### src/rtl/csa_resolve_pipe.sv
// Pipelined carry-save resolver: SEG_W bits per stage, then drop/round/saturate; latency NSEG+1.
// One global advance enable holds every stage while the output is stalled; clr flushes all valid bits.
module csa_resolve_pipe #(
  parameter int IN_W  = 20,
  parameter int DROP  = 6,
  parameter int OUT_W = 14,
  parameter int SEG_W = 8
) (
  input  logic             clk,
  input  logic             reset,
  input  logic             clr,
  input  logic             in_valid,
  output logic             in_ready,
  input  logic [IN_W-1:0]  in_sum,
  input  logic [IN_W-1:0]  in_carry,
  input  logic             rnd_en,
  input  logic             sat_en,
  output logic             out_valid,
  input  logic             out_ready,
  output logic [OUT_W-1:0] out_data,
  output logic             out_sat
);

  localparam int NSEG = (IN_W + SEG_W - 1) / SEG_W;
  localparam int TW   = IN_W + 1 - DROP;
  localparam int RW   = TW + 1;

  logic             en;
  logic [IN_W-1:0]  a_q   [NSEG];
  logic [IN_W-1:0]  a_d   [NSEG];
  logic [IN_W-1:0]  b_q   [NSEG];
  logic [IN_W-1:0]  b_d   [NSEG];
  logic [IN_W:0]    r_q   [NSEG];
  logic [IN_W:0]    r_d   [NSEG];
  logic             c_q   [NSEG];
  logic             c_d   [NSEG];
  logic             vld_q [NSEG];
  logic             vld_d [NSEG];
  logic             rnd_q [NSEG];
  logic             rnd_d [NSEG];
  logic             sat_q [NSEG];
  logic             sat_d [NSEG];
  logic             out_valid_q;
  logic [OUT_W-1:0] out_data_q;
  logic [OUT_W-1:0] out_data_d;
  logic             out_sat_q;
  logic             out_sat_d;

  assign en       = !out_valid_q || out_ready;
  assign in_ready = en;

  for (genvar k = 0; k < NSEG; k++) begin : g_seg
    localparam int LO   = k * SEG_W;
    localparam int W    = (IN_W - LO < SEG_W) ? (IN_W - LO) : SEG_W;
    localparam bit LAST = (k == NSEG - 1);

    logic [IN_W-1:0] a_in;
    logic [IN_W-1:0] b_in;
    logic [IN_W:0]   r_in;
    logic            c_in;
    logic [W:0]      seg_s;
    logic [IN_W:0]   r_nx;

    if (k == 0) begin : g_first
      assign a_in     = in_sum;
      assign b_in     = in_carry;
      assign r_in     = '0;
      assign c_in     = 1'b0;
      assign vld_d[k] = in_valid;
      assign rnd_d[k] = rnd_en;
      assign sat_d[k] = sat_en;
    end else begin : g_next
      assign a_in     = a_q[k-1];
      assign b_in     = b_q[k-1];
      assign r_in     = r_q[k-1];
      assign c_in     = c_q[k-1];
      assign vld_d[k] = vld_q[k-1];
      assign rnd_d[k] = rnd_q[k-1];
      assign sat_d[k] = sat_q[k-1];
    end

    assign seg_s = {1'b0, a_in[LO +: W]} + {1'b0, b_in[LO +: W]} + (W+1)'(c_in);

    // The last segment's carry-out is bit IN_W of the full sum.
    always_comb begin
      r_nx            = r_in;
      r_nx[LO +: W]   = seg_s[W-1:0];
      if (LAST) begin
        r_nx[IN_W]    = seg_s[W];
      end
    end

    assign a_d[k] = a_in;
    assign b_d[k] = b_in;
    assign r_d[k] = r_nx;
    assign c_d[k] = seg_s[W];
  end

  logic [IN_W:0]  s_full;
  logic [TW-1:0]  t_val;
  logic [RW-1:0]  r_val;
  logic           ovf;

  assign s_full = r_q[NSEG-1];
  assign t_val  = s_full[IN_W:DROP];
  assign r_val  = {1'b0, t_val} + RW'(rnd_q[NSEG-1] & s_full[DROP-1]);
  // RW is always wider than OUT_W, so the overflow slice is never empty.
  assign ovf    = sat_q[NSEG-1] & (|r_val[RW-1:OUT_W]);

  always_comb begin
    out_data_d = r_val[OUT_W-1:0];
    out_sat_d  = 1'b0;
    if (ovf) begin
      out_data_d = '1;
      out_sat_d  = 1'b1;
    end
  end

  always_ff @(posedge clk or posedge reset) begin
    if (reset) begin
      for (int k = 0; k < NSEG; k++) begin
        a_q[k]   <= '0;
        b_q[k]   <= '0;
        r_q[k]   <= '0;
        c_q[k]   <= 1'b0;
        vld_q[k] <= 1'b0;
        rnd_q[k] <= 1'b0;
        sat_q[k] <= 1'b0;
      end
      out_valid_q <= 1'b0;
      out_data_q  <= '0;
      out_sat_q   <= 1'b0;
    end else begin
      if (en) begin
        for (int k = 0; k < NSEG; k++) begin
          a_q[k]   <= a_d[k];
          b_q[k]   <= b_d[k];
          r_q[k]   <= r_d[k];
          c_q[k]   <= c_d[k];
          vld_q[k] <= vld_d[k];
          rnd_q[k] <= rnd_d[k];
          sat_q[k] <= sat_d[k];
        end
        out_valid_q <= vld_q[NSEG-1];
        out_data_q  <= out_data_d;
        out_sat_q   <= out_sat_d;
      end
      // Flush wins over both advance and hold.
      if (clr) begin
        for (int k = 0; k < NSEG; k++) begin
          vld_q[k] <= 1'b0;
        end
        out_valid_q <= 1'b0;
      end
    end
  end

  assign out_valid = out_valid_q;
  assign out_data  = out_data_q;
  assign out_sat   = out_sat_q;

endmodule

### config.mk
export PLATFORM = sky130hd
export DESIGN_NAME = csa_resolve_pipe
export DESIGN_NICKNAME = d
export VERILOG_FILES = /design/src/rtl/csa_resolve_pipe.sv
export SDC_FILE = /design/constraint.sdc
export NUM_CORES = 1
export LEC_CHECK = 0
export ABC_CLOCK_PERIOD_IN_PS = 4420
export CORE_MARGIN = 4
export CORE_UTILIZATION = 25
export DETAILED_ROUTE_END_ITERATION = 8
export HOLD_SLACK_MARGIN = 0.05
export PLACE_DENSITY = 0.42
export SYNTH_ARGS = -nofsm -noshare
export SYNTH_HDL_FRONTEND = slang
export SYNTH_SLANG_ARGS = --single-unit
### constraint.sdc
create_clock -name clk -period 4.42 [get_ports clk]
set_input_delay 0.884 -clock clk [delete_from_list [all_inputs] [get_ports clk]]
set_output_delay 0.884 -clock clk [all_outputs]
set_load 0.005 [all_outputs]
==> results.cfg, run 1 <==
[outcome]
status = completed

[synthesis]
async_flop_share = 1.00
synth.area.mux_share = 0.00472
syn-instance-count = 462
synth_compound_area_frac = 0.0936
synth_top_family_by_area = simple AND/OR/NAND/NOR gates
ys_seq_area_frac = 0.525
synth_top_cell_area_share = 0.525
synth.area.top_cells = dfrtp_1 (53%), nand2_1 (16%), ha_1 (5.6%), a21oi_1 (2.4%), nor2_1 (2.3%)
synth_adder_area_share = 0.0750
synthXorXnorAreaFrac = 0.0331
synthSimpleGateAreaFrac = 0.241
avgSynthCellArea_sq_um = 9.18
netlist_area_sq_mm = 0.00424
synth_edf_count = 0
syn_nets = 532
ys_ff_latch = 89
synthFlopType = dfrtp_1
yosys_warnings = 0
yosysTopAreaCell = dfrtp_1
yosysUniqueCellTypes = 45

[layout]
syn2layout_area_growth_pct = 27.1
register_area_sq_mm = 0.00223
nets = 588
layoutNonFillerInstCount = 742
diodes = 0
drive_gt1_frac = 0.0536
fillers = 1786
multi_input_area_sq_mm = 0.00190

[timing]
fin_crit_ns = 2.87
finalHoldViolations = 0
fmax_ghz = 0.348
final.setup_skew_ns = 0.00707
rsz0062_at_grt = no
period_share = 0.650
finalMaxSlewViolations = 0
finalSetupViolCount = 0
fin_setup_tns_ns = 0
worst_slew_pin_slew_ns = 0.938
relSlewSlack = 0.375

[grt]
overflow = 0
grt_util_all_layers = 0.100
grt_pass1_vias = 3270
grt_pass1_wl_um = 15700
antenna_found_initial = 0
grt_start_max_net_pins = 98

[drt]
ant_nets = 0
wl_per_cell_um = 12.0
drt_first_pass_iters = 4
vias = 3155
route.met2.wl_um = 3870
drtIter0Drc = 200
routed_via_density = 4.25
drt-total-wl_um = 8940
highest_layer = met4
wl_met1_um = 4500
drt_drc_violations_left = 0
dr_wl_met3_um = 362

[clocking]
cts_buffers = 9
cts_hold_buf = 0
cts_sinks = 89
clock_latency_ns = 0.34
clockBufferDepth = 2
cts_setup_buffers = 0
cts_tree = yes
clk_pin_slew_ns = 0.06
htreeDepth = 3
root_buffer = clkbuf_16
cts_resized = 0

[floorplan]
dieArea_sq_mm = 0.0191
ios = 64
rows = 47
die_w_um = 138
start_util = 0.256
coreArea_sq_mm = 0.0166
die_y_um = 138

[pwr]
pwr_density_cell_mw_per_mm2 = 409
ir_worst_vdd_uv = 181
p_leak_nw = 2.44
power_mw = 2.20

[flow_run]
drv_cap = 0

[setup_path]
cp.buffers_inverters = 3
cp_data_required_time_ns = 3.54
reg2reg_depth = 8
cp-start-kind = primary input
rr_startpoint = s_full[5]$_DFFE_PP0P_
path_common_cell = clkdlybuf4s50_1
cp_data_arrival_time_ns = 1.99
ff2ff_setup_slack_ns = 2.14
cp_slowest_stage_delay_ns = 0.50
cp.depth = 4
cp-startpoint = out_ready
crit_slowest_cell = clkdlybuf4s50_1
path_cells = clkdlybuf4s50_1, nor2b_4, inv_2, clkdlybuf4s50_1
cp_max_fo = 2
path_delay_family = buffers and inverters
end_kind = output pin
path_class = primary input to output pin
cp-endpoint = in_ready
r2r-end = out_data[11]$_DFFE_PP0P_

[placed_design]
io_buffer_count = 63
dp.cells = 727
gp_congestion = 0.729
detailed_place_hpwl_um = 6180

[worst_hold_path]
min-delay-path-class = flop to flop
flip-flops by register name, indices dropped and copies added (netlist names), 14 cells and up:
| register | count |
|---|---|
| out_data | 14 |
| g_seg.r_in | 14 |
| g_seg.b_in | 16 |
| s_full | 16 |
| g_seg.a_in | 16 |
worst min path at each step:
stage / slack, ns / depth (start not counted) / endpoint / start
4_1_cts: 0.47 / 2 / rnd_d[0]$_DFFE_PP0P_ / rnd_d[1]$_DFFE_PP0P_
5_1_grt: 0.49 / 2 / rnd_d[1]$_DFFE_PP0P_ / rnd_d[1]$_DFFE_PP0P_
6_report: 0.47 / 2 / rnd_d[1]$_DFFE_PP0P_ / rnd_d[1]$_DFFE_PP0P_
3_5_place_dp: 0.46 / 2 / rnd_d[0]$_DFFE_PP0P_ / rnd_d[1]$_DFFE_PP0P_
3_3_place_gp: 0.45 / 2 / g_seg[2].r_in[9]$_DFFE_PP0P_ / g_seg[2].r_in[9]$_DFFE_PP0P_
2_1_floorplan: 0.43 / 2 / s_full[5]$_DFFE_PP0P_ / s_full[5]$_DFFE_PP0P_
metrics by stage:
step | worst slack, ns | area [sq um] | util | hold slack [ns]
after global routing | 1.50 | 5390 | 0.325 | 0.488
after global placement | 1.54 | 5090 | 0.307 | 0.451
after CTS | 1.54 | 5390 | 0.325 | 0.471
after detailed placement | 1.53 | 5090 | 0.307 | 0.456
final | 1.55 | 5390 | 0.325 | 0.466
after floorplan | 1.23 | 4240 | - | 0.430
report_power, final:
part | leakage [nW] | internal, mW | switching (mW)
combinational | 1.25 | 0.225 | 0.167
clock | 0.148 | 0.464 | 0.309
sequential | 1.04 | 0.942 | 0.0971
synth_stat cells, types with 3 or more instances:
library cell / n
nor3_1: 5
inv_1: 5
dfrtp_1: 89
fa_1: 4
o21a_1: 3
xor2_1: 9
clkbuf_1: 11
xnor2_1: 7
nand3_1: 8
a21oi_1: 20
a31oi_1: 11
a221oi_1: 3
ha_1: 19
nand2_1: 179
nor2_1: 26
nor2b_1: 3
nor3b_1: 6
buf_1: 8
o21ai_0: 9
kinds of logic (layout without fill, tap and decap cells):
logic type	after synthesis	after routing
compound gates	61	61
xor+xnor	16	16
fa+ha+maj	23	23
buf+inv	28	88
flops	89	89
mux	2	2
simple gates	243	243
per-layer routing:
layer,global-route usage,vias to the layer above
met3,0.0207,14
met1,0.136,1432
met2,0.152,62
met5,0,-
met4,0.0499,0
li1,-,1647
cell usage in the layout (no fill, tap or decap), drive strengths merged, types with 3 or more instances in the layout:
cell type,instances
ha,19
buf,4
xor2,9
a21oi,20
nor3,5
xnor2,7
inv,5
nand3,8
clkdlybuf4s50,63
clkbuf,12
clkinv,3
o21ai,10
o21a,3
nor2b,3
a31oi,11
nor3b,6
fa,4
nor2,26
a221oi,3
nand4,3
dfrtp,89
nand2,179
layout make-up:
class,count,area share
inverters,6,0.00441
clock inverters,3,0.00743
flip-flops and latches,89,0.413
well taps,220,0.0511
repair buffers,67,0.123
multi-input cells,345,0.353
clock buffers,12,0.0476
worst reg2reg max path, delay by kind of cell (launching register included):
kind	cells	cell delay, ns
adders and majority gates	2	0.36
AOI/OAI and AO/OA	2	0.59
DFF	1	0.39
and+or+nand+nor	4	0.77
Note: power is estimated with default switching activity, not from simulation.
==> run 2: changes to the inputs <==
Settings changed: ABC_CLOCK_PERIOD_IN_PS 4420 to 3000.
Clock period 4.42 ns to 3 ns, I/O delays scaled along.
==> results.cfg, run 2 (synthesis results as in run 1) <==
[clocking]
clock_latency_ns = 0.34
clockBufferDepth = 2
clk_pin_slew_ns = 0.06
cts_resized = 0
cts_setup_buffers = 0
root_buffer = clkbuf_16
cts_tree = yes
cts_sinks = 89
htreeDepth = 3
cts_buffers = 9
cts_hold_buf = 0

[timing]
finalMaxSlewViolations = 0
relSlewSlack = 0.562
worst_slew_pin_slew_ns = 0.656
fin_crit_ns = 2.36
rsz0062_at_grt = no
finalSetupViolCount = 0
period_share = 0.786
fmax_ghz = 0.424
finalHoldViolations = 0
final.setup_skew_ns = 0.00645
fin_setup_tns_ns = 0
final.setup.worst_slack_ns = 0.643

[pwr]
seqPwrFrac = 0.465
pwr_density_cell_mw_per_mm2 = 606
p_leak_nw = 2.46
power.switching_uw = 839
power_frac_comb = 0.179
p_sw_frac = 0.255
ir_worst_vdd_uv = 299
pwr-share-clk = 0.356
intPower_mw = 2.45

[grt]
grt_start_max_net_pins = 98
grt_pass1_wl_um = 16600
grt_pass1_vias = 3509
overflow = 0
antenna_found_initial = 0
grt_util_all_layers = 0.105

[setup_path]
cp_data_required_time_ns = 3.21
cp_max_fo = 3
cp-start-kind = flop
cp_data_arrival_time_ns = 2.57
end_kind = flop
path_class = flop to flop

[layout]
nets = 590
drive_gt1_frac = 0.0533
diodes = 0
final_common_cell = nand2_1
design_area_sq_mm = 0.00544
fin_util = 0.328
layoutNonFillerInstCount = 745
syn2layout_area_growth_pct = 28.2
fillers = 1766
final_cell_mix = nand2_1 (179), dfrtp_1 (89), clkdlybuf4s50_1 (63)

[placed_design]
preCtsSetupSlack_ns = 0.530
io_buffer_count = 63
gp_congestion = 0.727
detailed_place_hpwl_um = 6710
dpl_cell_area_sq_mm = 0.00513
dp.cells = 729

[outcome]
status = completed

[drt]
wl_per_cell_um = 12.5
drtIter0Drc = 130
drt_first_pass_iters = 4
routed_via_density = 4.27
drt-total-wl_um = 9280
vias = 3178
ant_nets = 0
drt_drc_violations_left = 0

[floorplan]
die_y_um = 138
dieArea_sq_mm = 0.0191
start_util = 0.256
die_w_um = 138
ios = 64
rows = 47
coreArea_sq_mm = 0.0166

[worst_hold_path]
min-delay-path-class = flop to flop

[flow_run]
drv_cap = 0
-- run 2: power by group through the flow --
stage | registers [mW] | logic (mW) | clock network (mW)
after floorplan | 1.52 | 0.343 | 0
after global placement | 1.55 | 0.598 | 0
after detailed placement | 1.56 | 0.605 | 0
after CTS | 1.53 | 0.609 | 1.21
after global routing | 1.57 | 0.679 | 1.27
final | 1.53 | 0.589 | 1.17
-- run 2: worst paths after layout --
check	endpoint	cells after the start	startpoint	slack, ns
hold / removal	s_full[9]$_DFFE_PP0P_	2	g_seg[2].r_in[9]$_DFFE_PP0P_	0.47
max in group asynchronous	out_data[0]$_DFFE_PP0P_	3	reset	1.71
min in group asynchronous	vld_q[0]$_DFFE_PP0P_	2	reset	0.65
hold reg to reg	s_full[9]$_DFFE_PP0P_	2	g_seg[2].r_in[9]$_DFFE_PP0P_	0.47
setup / recovery	g_seg[2].r_in[14]$_DFFE_PP0P_	7	g_seg[1].a_in[8]$_DFFE_PP0P_	0.64
setup reg to reg	g_seg[2].r_in[14]$_DFFE_PP0P_	7	g_seg[1].a_in[8]$_DFFE_PP0P_	0.64
-- run 2: layer usage --
layer / track usage / wire (um) / vias up
met4: 0.0525 / 238 / 0
met3: 0.0228 / 334 / 12
met5: 0 / 0 / -
met1: 0.137 / 4660 / 1464
met2: 0.164 / 4050 / 53
li1: - / - / 1649
-- run 2: critical path: stages (launching register included) --
cell	delay, ns
dfrtp_1	0.40
fa_1	0.48
fa_1	0.42
a21oi_1	0.21
o21bai_1	0.13
a21oi_1	0.33
or4b_2	0.21
nand3_1	0.06
-- run 2: metrics by stage --
step,hold slack [ns],power (mW)
after floorplan,0.430,1.86
after global placement,0.454,2.15
after detailed placement,0.457,2.16
after CTS,0.473,3.36
after global routing,0.494,3.52
final,0.469,3.29
-- run 2: final cells by class --
class	instances	area [sq um]	area share
Clock buffer	13	240	0.0442
Clock inverter	3	65.1	0.0120
Timing Repair Buffer	69	701	0.129
Multi-Input combinational cell	345	1900	0.350
Tap cell	220	275	0.0506
Inverter	6	23.8	0.00437
Sequential cell	89	2230	0.410
==> run 3: changes to the inputs <==
Settings changed: ABC_CLOCK_PERIOD_IN_PS 3000 to 2400.
Clock period 3 ns to 2.4 ns, I/O delays scaled along.
==> results.cfg, run 3 (synthesis results as in run 1) <==
[timing]
fin_setup_tns_ns = 0
fin_crit_ns = 2.19
period_share = 0.911
whs_ns = 0.466
rsz0062_at_grt = no
relSlewSlack = 0.619
fmax_ghz = 0.457
finalSetupViolCount = 0
final.setup_skew_ns = 0.00640
finalHoldViolations = 0
finalMaxSlewViolations = 0
worst_slew_pin_slew_ns = 0.571
final.setup.worst_slack_ns = 0.214

[placed_design]
preCtsSetupSlack_ns = 0.0773
gp_congestion = 0.678
dp.cells = 731
io_buffer_count = 63
detailed_place_hpwl_um = 6470
dpl_cell_area_sq_mm = 0.00519

[layout]
diodes = 0
nets = 592
fillers = 1767
register_area_sq_mm = 0.00223
layoutNonFillerInstCount = 747
syn2layout_area_growth_pct = 30.5
multi_input_area_sq_mm = 0.00190
fin_util = 0.333
final_common_cell = nand2_1
design_area_sq_mm = 0.00553
drive_gt1_frac = 0.0645
final_cell_mix = nand2_1 (179), dfrtp_1 (89), clkdlybuf4s50_1 (63)

[clocking]
root_buffer = clkbuf_16
clock_latency_ns = 0.34
cts_setup_buffers = 0
htreeDepth = 3
cts_sinks = 89
clk_pin_slew_ns = 0.06
cts_resized = 0
cts_buffers = 9
clockBufferDepth = 2
cts_hold_buf = 0
cts_tree = yes

[floorplan]
die_y_um = 138
die_w_um = 138
rows = 47
start_util = 0.256
dieArea_sq_mm = 0.0191
ios = 64
coreArea_sq_mm = 0.0166

[setup_path]
end_kind = flop
cp_data_arrival_time_ns = 2.40
cp_data_required_time_ns = 2.61
cp_max_fo = 3
cp-start-kind = flop
path_class = flop to flop

[grt]
grt_start_max_net_pins = 98
grt_pass1_wl_um = 15700
grt_util_all_layers = 0.0994
overflow = 0
antenna_found_initial = 0
grt_pass1_vias = 3130

[drt]
routed_via_density = 4.16
drt_drc_violations_left = 0
drtIter0Drc = 155
vias = 3111
wl_per_cell_um = 12.2
drt_first_pass_iters = 4
drt-total-wl_um = 9130
ant_nets = 0

[flow_run]
drv_cap = 0

[worst_hold_path]
min-delay-path-class = flop to flop

[pwr]
pwr_density_cell_mw_per_mm2 = 771
ir_worst_vdd_uv = 357
power_mw = 4.26
p_leak_nw = 2.50

[outcome]
status = completed
[run 3: cell count changes in the layout (fill, tap and decap cells not counted)]
cell and change:
buf_12 +3, buf_4 -1, bufinv_16 +1, clkbuf_1 -4, clkbuf_8 +1, clkinv_2 +1, clkinvlp_4 +1
[run 3: power breakdown]
group          switching (mW)  internal [mW]
Combinational           0.314          0.426
Sequential              0.175           1.73
Clock                   0.574           1.04
[run 3: routing by layer]
metal / global-route usage / vias up / wire, um
met2: 0.144 / 59 / 3890
met5: 0 / - / 0
met4: 0.0452 / 0 / 157
met3: 0.0235 / 13 / 375
li1: - / 1644 / -
met1: 0.141 / 1395 / 4720
[run 3: worst paths after layout]
kind / from / to / cells after the start / slack (ns)
hold reg to reg: rnd_q[0]$_DFFE_PP0P_ / rnd_q[0]$_DFFE_PP0P_ / 2 / 0.47
setup / recovery: g_seg[1].a_in[8]$_DFFE_PP0P_ / g_seg[2].c_in$_DFFE_PP0P_ / 7 / 0.21
max in group asynchronous: reset / g_seg[1].b_in[8]$_DFFE_PP0P_ / 3 / 1.33
min in group asynchronous: reset / out_data[2]$_DFFE_PP0P_ / 2 / 0.55
hold / removal: rnd_q[0]$_DFFE_PP0P_ / rnd_q[0]$_DFFE_PP0P_ / 2 / 0.47
setup reg to reg: g_seg[1].a_in[8]$_DFFE_PP0P_ / g_seg[2].c_in$_DFFE_PP0P_ / 7 / 0.21
[run 3: cell type report]
| class | count | area share |
|---|---|---|
| Inverter | 6 | 0.00475 |
| Sequential cell | 89 | 0.403 |
| Timing Repair Buffer | 71 | 0.136 |
| Multi-Input combinational cell | 345 | 0.344 |
| Clock inverter | 6 | 0.0190 |
| Tap cell | 220 | 0.0498 |
| Clock buffer | 10 | 0.0432 |
[run 3: critical path: stages (launching register included)]
cell and delay [ns]:
dfrtp_1 0.40, fa_1 0.47, fa_1 0.41, a21oi_1 0.21, o21bai_1 0.12, a21oi_1 0.23, nand3b_1 0.14, a21oi_1 0.07
